$ cat config.mk
export PLATFORM = sky130hd
export DESIGN_NAME = piso_frame_tx
export DESIGN_NICKNAME = d
export VERILOG_FILES = /design/src/rtl/piso_frame_tx.sv
export SDC_FILE = /design/constraint.sdc
export NUM_CORES = 1
export LEC_CHECK = 0
export BUFFER_PORTS_ARGS = -buffer_cell sky130_fd_sc_hd__buf_2
export CORE_UTILIZATION = 56
export DETAILED_ROUTE_END_ITERATION = 8
export PLACE_DENSITY_LB_ADDON = 0.05
export SLEW_MARGIN = 20
export SYNTH_ARGS = -nofsm -noshare
export SYNTH_HDL_FRONTEND = slang
export SYNTH_SLANG_ARGS = --single-unit
$ cat constraint.sdc
create_clock -name clk -period 2 [get_ports clk]
set_input_delay 0.1 -clock clk [delete_from_list [all_inputs] [get_ports clk]]
set_output_delay 0.1 -clock clk [all_outputs]
set_load 0.05 [all_outputs]
$ cat src/rtl/piso_frame_tx.sv
// piso_frame_tx: parallel-in serial-out frame transmitter.
// Frame: start bit (0), WIDTH data bits LSB first, optional parity bit, stop bit (1).
module piso_frame_tx #(
  parameter int unsigned WIDTH     = 8,
  parameter bit          PARITY_EN = 1'b1,
  parameter bit          ODD       = 1'b0
) (
  input  logic             clk,
  input  logic             rst,
  input  logic [WIDTH-1:0] din,
  input  logic             din_valid,
  output logic             din_ready,
  output logic             so,
  output logic             busy,
  output logic             done
);

  localparam int unsigned    CW   = $clog2(WIDTH);
  localparam logic [CW-1:0]  LAST = CW'(WIDTH - 1);

  typedef enum logic [2:0] {
    S_IDLE,
    S_START,
    S_DATA,
    S_PARITY,
    S_STOP
  } state_t;

  state_t           state_q, state_d;
  logic [WIDTH-1:0] shreg_q, shreg_d;
  logic [CW-1:0]    cnt_q,   cnt_d;
  logic             par_q,   par_d;
  logic             so_q,    so_d;
  logic             busy_q,  busy_d;
  logic             done_q,  done_d;
  logic             accept;

  // Ready is a pure decode of the state register.
  always_comb begin
    din_ready = (state_q == S_IDLE) || (state_q == S_STOP);
  end

  assign accept = din_valid & din_ready;

  // Next-state, datapath and next-output computation.
  // Outputs are registered, so their values are derived from the state being
  // entered (state_d) and the shift register contents after this edge (shreg_d).
  always_comb begin
    state_d = state_q;
    shreg_d = shreg_q;
    cnt_d   = cnt_q;
    par_d   = par_q;

    unique case (state_q)
      S_IDLE: begin
        if (accept) begin
          state_d = S_START;
          shreg_d = din;
          par_d   = (^din) ^ ODD;
        end
      end
      S_START: begin
        state_d = S_DATA;
        cnt_d   = '0;
      end
      S_DATA: begin
        shreg_d = shreg_q >> 1;
        if (cnt_q == LAST) begin
          cnt_d   = '0;
          state_d = PARITY_EN ? S_PARITY : S_STOP;
        end else begin
          cnt_d = cnt_q + CW'(1);
        end
      end
      S_PARITY: begin
        state_d = S_STOP;
      end
      S_STOP: begin
        if (accept) begin
          state_d = S_START;
          shreg_d = din;
          par_d   = (^din) ^ ODD;
        end else begin
          state_d = S_IDLE;
        end
      end
      default: begin
        state_d = S_IDLE;
      end
    endcase

    so_d = 1'b1;
    unique case (state_d)
      S_START:  so_d = 1'b0;
      S_DATA:   so_d = shreg_d[0];
      S_PARITY: so_d = par_d;
      default:  so_d = 1'b1;
    endcase
    busy_d = (state_d != S_IDLE);
    done_d = (state_d == S_STOP);
  end

  // State, datapath and output registers; reset aborts any frame in progress.
  always_ff @(posedge clk or negedge rst) begin
    if (!rst) begin
      state_q <= S_IDLE;
      shreg_q <= '0;
      cnt_q   <= '0;
      par_q   <= 1'b0;
      so_q    <= 1'b1;
      busy_q  <= 1'b0;
      done_q  <= 1'b0;
    end else begin
      state_q <= state_d;
      shreg_q <= shreg_d;
      cnt_q   <= cnt_d;
      par_q   <= par_d;
      so_q    <= so_d;
      busy_q  <= busy_d;
      done_q  <= done_d;
    end
  end

  assign so   = so_q;
  assign busy = busy_q;
  assign done = done_q;

endmodule

==> results.md, run 1 <==
* Status: complete, no violations
* Longest Clk Path Bufs at 2
* Initial antenna violation count at 0
* Most frequent cells in the layout: 18 x nand2_1, 17 x dfrtp_1, 14 x buf_2
* CP Data Required Time at 2.22 ns
* Final setup viols at 0
* Cell count after placement at 104
* DR vias at 589
* Vias in the first global route at 494
* Setup TNS at 0 ns
* Min-delay worst type: in2reg
* Mapped Area at 830 um2
* Yosys reg bits at 18
* Synth unique cells at 21
* Pin count of the biggest net entering global routing at 19
* Skew-Pair Late Insertion Delay at 0.29 ns
* DR vias/cell at 5.40
* Area Growth Syn to Fin at 15.8%
* CTS H-Tree Depth at 1
* GP Congestion at 0.710
* Mapped Cells at 75
* DRT iter0 DRCs at 20
* Fmax achieved at 714 MHz
* Final hold slack at 0.0578 ns
* Die Height at 40.5 um
* First-pass GRT wire length at 2.10 mm
* RSZ-0062 raised after global routing: false
* Total track usage at 0.204
* Slowest cell on crit path: dfrtp_1
* WL final at 1.38 mm
* Commonest non-fill, non-tap cell in the layout: nand2_1
* Register Area at 452 um2
* Tcrit/Tclk final at 0.700
* # nets final at 108
* CP endpoint kind: flip-flop
* Synth top area share at 0.513
* Tmin final at 1.40 ns
* Die Area at 1640 um2
* Max Slew Vio Count at 0
* PortBufs at 14
* Crit path arrival time at 1.62 ns
* Post-cts resize count at 0
* Hold Vio Cnt, Final at 0
* Slew margin rel. at 0.714
* Fin cells at 109
* CP max stage delay at 0.39 ns
* Area of the multi-input gates at 355 um2
* Leakage Power at 0.000481 uW
* Net Count, Synth at 88
* Post-route DRC at 0
* GRT overflow at 0
* CP most frequent cell: ha_1
* Pwr dens at 1560 nW/um2
* Yosys top cell by area: dfrtp_1
* Maximum VDD drop at 0.917 mV
* Routed len/inst at 12.7 um
* Post-Place Setup Slack at 0.621 ns
* Avg Cell Area, Syn at 11.1 um2
* WS Path Type: reg2reg
* Layout cells sized above 1 at 0.266
* Crit-path max FO at 3
* Skew final at 0.00525 ns
* Seq/Total Area, Yosys at 0.544
* Filler instances at 103
* Clock tree sinks at 18
* Ys Warns at 0
* Clock-pin slew on the worst setup and hold paths at 0.10 ns
* DR pass1 iterations at 4
* Type of origin of the critical path: flip-flop
* Max cap viols at 0
* Post-route ant nets at 0
* Slew @ Worst Pin at 0.427 ns
* Initial Util at 0.622
* ANT cells at 0
* Ports at 15
* CTS Buf Count at 3
* Clock root cell: clkbuf_4
* Die extent in x at 40.5 um
* CP cell instances: ha_1, ha_1, o32a_1, o22ai_1, nor2_1
* Leading post-synthesis cells by cell area: dfrtp_1 51%, nand2_1 8.1%, xnor2_1 7.4%, a22oi_1 6.3%, dfstp_2 3.2%
* Final setup margin at 0.600 ns
* TritonCTS clock tree: done
* HPWL Detailed at 1.02 mm
* Core area at 1330 um2
* Row Count at 13
## cell type report
cell class	count	area share
inverter	3	0.0117
multi-input combinational	53	0.370
sequential	18	0.470
clock buffer	4	0.0378
timing repair buffer	16	0.0911
tap	15	0.0195
## per-stage QoR
stage / total power, uW / area [um2] / utilization
after floorplan: 1130 / 830 / -
after global placement: 1260 / 915 / 0.686
after detailed placement: 1280 / 915 / 0.686
after CTS: 1500 / 961 / 0.720
after global routing: 1600 / 961 / 0.720
final: 1500 / 961 / 0.720
## flip-flops by register name, indices dropped and copies added (netlist names)
name	flops
shreg_q	8
cnt_q	3
state_q	3
busy	1
done	1
par_q	1
so	1
## cell families (layout without fill, tap and decap cells)
kind of cell	after synthesis	count (layout)	synth area share
xor+xnor	7	7	0.0739
flops	18	18	0.545
simple gates	28	28	0.181
compound gates	16	16	0.143
buf+inv	4	23	0.0271
fa+ha+maj	2	2	0.0302
## where the power goes
group	switching [uW]	internal [uW]
clock	112	111
sequential	110	532
combinational	392	238
total	614	882
## worst max-delay path: cells and delay by family (launching register included)
kind            cells  cell delay, ns
fa+ha+maj           2            0.39
simple gates        1            0.05
flops               1            0.39
compound gates      2            0.48
## metal layers
metal,vias to the layer above,part of all wire,global-route usage
li1,300,-,-
met1,271,0.49,0.289
met2,14,0.45,0.274
met3,4,0.035,0.0333
met4,0,0.016,0.150
met5,-,0,0
## worst paths after layout
kind                                   startpoint                     end  slack, ns  cells after the start
max                          cnt_q[0]$_DFFE_PN0P_            so$_DFF_PN1_       0.60                      5
min                                        din[7]  shreg_q[7]$_DFFE_PN0P_       0.06                      2
max reg2reg                  cnt_q[0]$_DFFE_PN0P_            so$_DFF_PN1_       0.60                      5
min reg2reg                shreg_q[3]$_DFFE_PN0P_  shreg_q[3]$_DFFE_PN0P_       0.50                      2
max in group asynchronous                     rst            so$_DFF_PN1_       1.42                      2
min in group asynchronous                     rst          busy$_DFF_PN0_       0.26                      2
## timing repair
| action | 4_1_cts | 5_1_grt |
|---|---|---|
| endpoints found under the hold margin | 17 | 0 |
| buffers inserted | 0 | 0 |
| hold buffers | 1 | 0 |
## Yosys cell counts
cell,instances
nor3b_2,1
a22oi_1,7
o22ai_1,1
nand3_1,1
inv_1,3
a21o_1,1
nand2b_1,2
and3b_2,2
ha_1,2
a32o_1,1
nand2_1,18
dfrtp_1,17
o21ai_0,3
nor2_1,2
o32a_1,1
dfstp_2,1
nor2_2,1
a22o_1,2
buf_6,1
xnor2_1,7
nor3b_4,1
(Power assumes the default switching activity.)
==> run 2, diff against run 1 <==
CORE_UTILIZATION = 52   (was 56)
clock period = 1.4 ns   (was 2 ns; I/O delays follow)
==> run 2 against run 1 <==
Design area up 5.2%. Sequential power is 44% higher. Via count rose by 5.1%. Maximum frequency increased by 4.2%. Hold slack worse by 0.035 ns. Flip-flop and latch count unchanged. Non-clock buffer count rose by 5.
==> results.md, run 2 (same netlist as run 1, synthesis figures left out) <==
* Status: complete, no violations
* First-pass GRT wire length at 2.58 mm
* Initial antenna violation count at 0
* RSZ-0062 raised after global routing: false
* Crit path arrival time at 1.58 ns
* Slew margin rel. at 0.737
* Most frequent cells in the layout: 18 x nand2_1, 17 x dfrtp_1, 14 x buf_2
* Pin count of the biggest net entering global routing at 19
* Regs by FF count: shreg_q: 8 flops, cnt_q: 3 flops, state_q: 3 flops
* Row Count at 14
* Fin area at 1010 um2
* Maximum VDD drop at 1.22 mV
* Layout cells sized above 1 at 0.323
* DRT iter0 DRCs at 9
* DR vias at 619
* WL final at 1.50 mm
* Leakage Power at 0.000504 uW
* CP Data Required Time at 1.63 ns
* Clock tree sinks at 18
* WP buf/inv at 0
* CP endpoint kind: flip-flop
* Die Height at 41.9 um
* Fmax achieved at 744 MHz
* GP Congestion at 0.716
* Crit-path max FO at 2
* GRT overflow at 0
* Die extent in x at 41.9 um
* PortBufs at 14
* Register Area at 452 um2
* ANT cells at 0
* Tcrit/Tclk final at 0.960
* Delay-heaviest family, CP: compound AO/OA/AOI/OAI gates
* CTS H-Tree Depth at 1
* Type of origin of the critical path: flip-flop
* Clock root cell: clkbuf_4
* Vias in the first global route at 618
* Area Growth Syn to Fin at 21.9%
* DR vias/cell at 5.38
* Post-route DRC at 0
* # nets final at 113
* Tmin final at 1.34 ns
* Max Slew Vio Count at 0
* Slowest cell on crit path: dfrtp_1
* HPWL Detailed at 1.12 mm
* Clock-pin slew on the worst setup and hold paths at 0.11 ns
* Filler instances at 121
* Fin cells at 115
* WS Path Type: reg2reg
* Final hold slack at 0.0232 ns
* Area of the multi-input gates at 367 um2
* Longest Clk Path Bufs at 2
* Ports at 15
* Setup TNS at 0 ns
* TritonCTS clock tree: done
* Core area at 1510 um2
* Initial Util at 0.551
* DR pass1 iterations at 4
* Total track usage at 0.200
* Final setup viols at 0
* Routed len/inst at 13.0 um
* CTS Buf Count at 3
* CP max stage delay at 0.39 ns
* Hold Vio Cnt, Final at 0
* Skew final at 0.00722 ns
* Placed cell areas at 948 um2
* Pwr dens at 2210 nW/um2
* CP cell instances: ha_1, ha_2, o32a_1, o22ai_1, nor2_1
* Cell count after placement at 109
* Die Area at 1760 um2
* Largest register FFs at 8
* Post-route ant nets at 0
* Skew-Pair Late Insertion Delay at 0.29 ns
* Largest reg by FF count: shreg_q
* Slew @ Worst Pin at 0.394 ns
* Commonest non-fill, non-tap cell in the layout: nand2_1
* Max cap viols at 0
* Min-delay worst type: in2reg
## run 2: cell count changes in the layout (fill, tap and decap cells not counted)
cell,before,now
ha_2,0,1
buf_4,1,6
nor2_1,2,1
nor2_2,1,2
nor3b_2,1,0
ha_1,2,1
nor3b_4,1,2
## run 2: worst reg2reg max path: stages (launching register included)
cell and delay, ns:
dfrtp_1 0.39, ha_1 0.21, ha_2 0.18, o32a_1 0.34, o22ai_1 0.12, nor2_1 0.05
## run 2: power by group
part	switching [uW]	internal [uW]	total, uW
logic	580	411	991
clock network	159	158	318
registers	165	761	926
## run 2: final cells by class
class | count | area share
tap | 16 | 0.0198
multi-input combinational | 53 | 0.363
sequential | 18 | 0.447
inverter | 3 | 0.0111
clock buffer | 4 | 0.0359
timing repair buffer | 21 | 0.124
## run 2: metrics by stage
step / total power [uW] / setup slack [ns] / util
after floorplan: 1630 / 0.0110 / -
final: 2230 / 0.0561 / 0.671
after CTS: 2230 / 0.00946 / 0.660
after detailed placement: 1890 / 0.0258 / 0.630
after global routing: 2390 / 0.00809 / 0.671
after global placement: 1850 / 0.0733 / 0.630
## run 2: repair_timing
item | 4_1_cts | 5_1_grt
buffers inserted | 0 | 1
hold endpoints to repair | 17 | 0
hold buffers | 1 | 0
gates resized for setup | 0 | 2
endpoints found under the setup margin | 0 | 4
## run 2: final timing paths
check	startpoint	endpoint	slack, ns	cells after the start
min reg2reg	shreg_q[2]$_DFFE_PN0P_	shreg_q[1]$_DFFE_PN0P_	0.49	2
max	cnt_q[0]$_DFFE_PN0P_	so$_DFF_PN1_	0.06	5
max reg2reg	cnt_q[0]$_DFFE_PN0P_	so$_DFF_PN1_	0.06	5
max in group asynchronous	rst	so$_DFF_PN1_	0.86	2
min	din[7]	shreg_q[7]$_DFFE_PN0P_	0.02	2
min in group asynchronous	rst	shreg_q[7]$_DFFE_PN0P_	0.23	2
## run 2: metal layers
metal	GRT usage	share of wire
met5	0	0
met4	0.0839	0.013
met3	0.0565	0.030
met2	0.331	0.49
met1	0.243	0.46
==> run 3, diff against run 2 <==
==> constraint.sdc (replaced) <==
create_clock -name clk -period 1.4 [get_ports clk]
set_input_delay 0.07 -clock clk [delete_from_list [all_inputs] [get_ports clk]]
set_output_delay 0.07 -clock clk [all_outputs]
set_load 0.1 [all_outputs]
==> run 3 against run 2 <==
Via count is 0.97% lower. Cell count is 0.87% higher. Clock-buffer cell count stayed put. Maximum frequency is 2.7% higher. Hold slack worse by 0.012 ns. Combinational power is 27% higher. Highest routed layer unchanged. Global-route usage is 0.83 points higher. First-iteration DRC count is 11% higher. Routed wire length is 1.3% higher. Worst setup slack better by 0.036 ns. Clock skew hardly changed. Largest power group unchanged. Register-to-register slack better by 0.04 ns.
==> results.md, run 3 (same netlist as run 1, synthesis figures left out) <==
* Status: complete, no violations
* Maximum VDD drop at 1.16 mV
* Post-cts resize count at 0
* Delay-heaviest family, CP: flip-flops
* CP max stage delay at 0.48 ns
* Pin count of the biggest net entering global routing at 19
* Clock-pin slew on the worst setup and hold paths at 0.11 ns
* Max Slew Vio Count at 0
* TritonCTS clock tree: done
* Final hold slack at 0.0113 ns
* Ports at 15
* Crit-path max FO at 8
* Sw Share at 0.448
* Hold path depth at 2
* Die extent in x at 41.9 um
* # nets final at 114
* CP cell instances: buf_4, nor3b_4, nor2_2, a22o_1
* First-pass GRT wire length at 2.70 mm
* Cell Int Power at 1380 uW
* PortBufs at 14
* Final setup viols at 0
* HPWL Detailed at 1.13 mm
* DR vias/cell at 5.28
* CTS H-Tree Depth at 1
* Layout cells sized above 1 at 0.330
* Hold Vio Cnt, Final at 0
* Total track usage at 0.208
* WS Path Type: reg2reg
* DR pass1 iterations at 4
* Most frequent cells in the layout: 17 x nand2_1, 17 x dfrtp_1, 13 x buf_2
* Initial Util at 0.551
* Fin cells at 116
* Post-route ant nets at 0
* WL final at 1.52 mm
* Area Growth Syn to Fin at 24.4%
* Uppermost layer routed: met4
* Combinational share of power at 0.503
* ANT cells at 0
* CP Data Required Time at 1.61 ns
* Skew-Pair Late Insertion Delay at 0.30 ns
* Setup TNS at 0 ns
* Regs by FF count: shreg_q: 8 flops, cnt_q: 3 flops, state_q: 3 flops
* Largest register FFs at 8
* Pwr dens at 2430 nW/um2
* Met1 wire length at 747 um
* Longest Clk Path Bufs at 2
* CP endpoint kind: flip-flop
* Clock root cell: clkbuf_4
* Skew final at 0.00769 ns
* Type of origin of the critical path: flip-flop
* P_sw at 1130 uW
* Die Height at 41.9 um
* Min-delay worst type: in2reg
* DR vias at 613
* Tmin final at 1.31 ns
* Slew margin rel. at 0.681
* Largest reg by FF count: shreg_q
* Slew @ Worst Pin at 0.482 ns
* Tcrit/Tclk final at 0.934
* Number of cells on the critical path at 4
* Vias in the first global route at 628
* Reg2Reg Depth at 4
* Core area at 1510 um2
* Max cap viols at 0
* Metal2 WL at 686 um
* Setup bufs post-CTS at 0
* Fmax achieved at 764 MHz
* WP buf/inv at 1
* Die Area at 1760 um2
* Crit path arrival time at 1.51 ns
* Leakage Power at 0.000518 uW
* GRT overflow at 0
* Met3 routed WL at 40 um
* Row Count at 14
* Routed len/inst at 13.1 um
* GP Congestion at 0.722
* Clk pwr share at 0.130
* Post-route DRC at 0
* Initial antenna violation count at 0
* CTS Buf Count at 3
* DRT iter0 DRCs at 10
* Clock tree sinks at 18
* Filler instances at 114
* Flop pwr share at 0.367
* Slowest cell on crit path: dfrtp_1
* Cell count after placement at 111
* RSZ-0062 raised after global routing: false
run 3: per-stage QoR:
stage / power (uW) / area (um2) / util / setup WS, ns
finish: 2510 / 1030 / 0.685 / 0.0919
floorplan: 1850 / 840 / - / 0.0130
global route: 2680 / 1030 / 0.685 / 0.0169
CTS: 2530 / 1030 / 0.685 / 0.0174
detailed placement: 2200 / 986 / 0.654 / 0.0330
global placement: 2160 / 986 / 0.654 / 0.0699
run 3: worst paths after layout:
check                                  startpoint                     end  slack (ns)
max in group asynchronous                     rst            so$_DFF_PN1_        0.86
hold / removal                             din[7]  shreg_q[7]$_DFFE_PN0P_        0.01
min in group asynchronous                     rst         par_q$_DFF_PN0_        0.21
setup reg to reg             state_q[1]$_DFF_PN0_  shreg_q[7]$_DFFE_PN0P_        0.09
setup / recovery             state_q[1]$_DFF_PN0_  shreg_q[7]$_DFFE_PN0P_        0.09
hold reg to reg            shreg_q[2]$_DFFE_PN0P_  shreg_q[2]$_DFFE_PN0P_        0.49
run 3: timing repair:
action / 4_1_cts / 5_1_grt
setup endpoints to repair: 0 / 1
hold endpoints to repair: 18 / 0
hold buffers: 1 / 0
run 3: power by group through the flow:
stage / logic [uW] / registers, uW / clock network, uW
floorplan: 676 / 1170 / 0
global placement: 1240 / 922 / 0
detailed placement: 1270 / 935 / 0
CTS: 1270 / 922 / 334
global route: 1380 / 947 / 353
finish: 1260 / 921 / 327
run 3: layout make-up:
class	instances	area [um2]	share of cell area
timing repair buffer	22	148	0.143
sequential	18	452	0.438
tap	16	20.0	0.0194
clock buffer	4	36.3	0.0352
multi-input combinational	53	365	0.354
inverter	3	11.3	0.0109
run 3: routing by layer:
metal,track usage,up-vias
met2,0.322,11
li1,-,311
met4,0.135,0
met3,0.0391,5
met5,0,-
met1,0.266,286
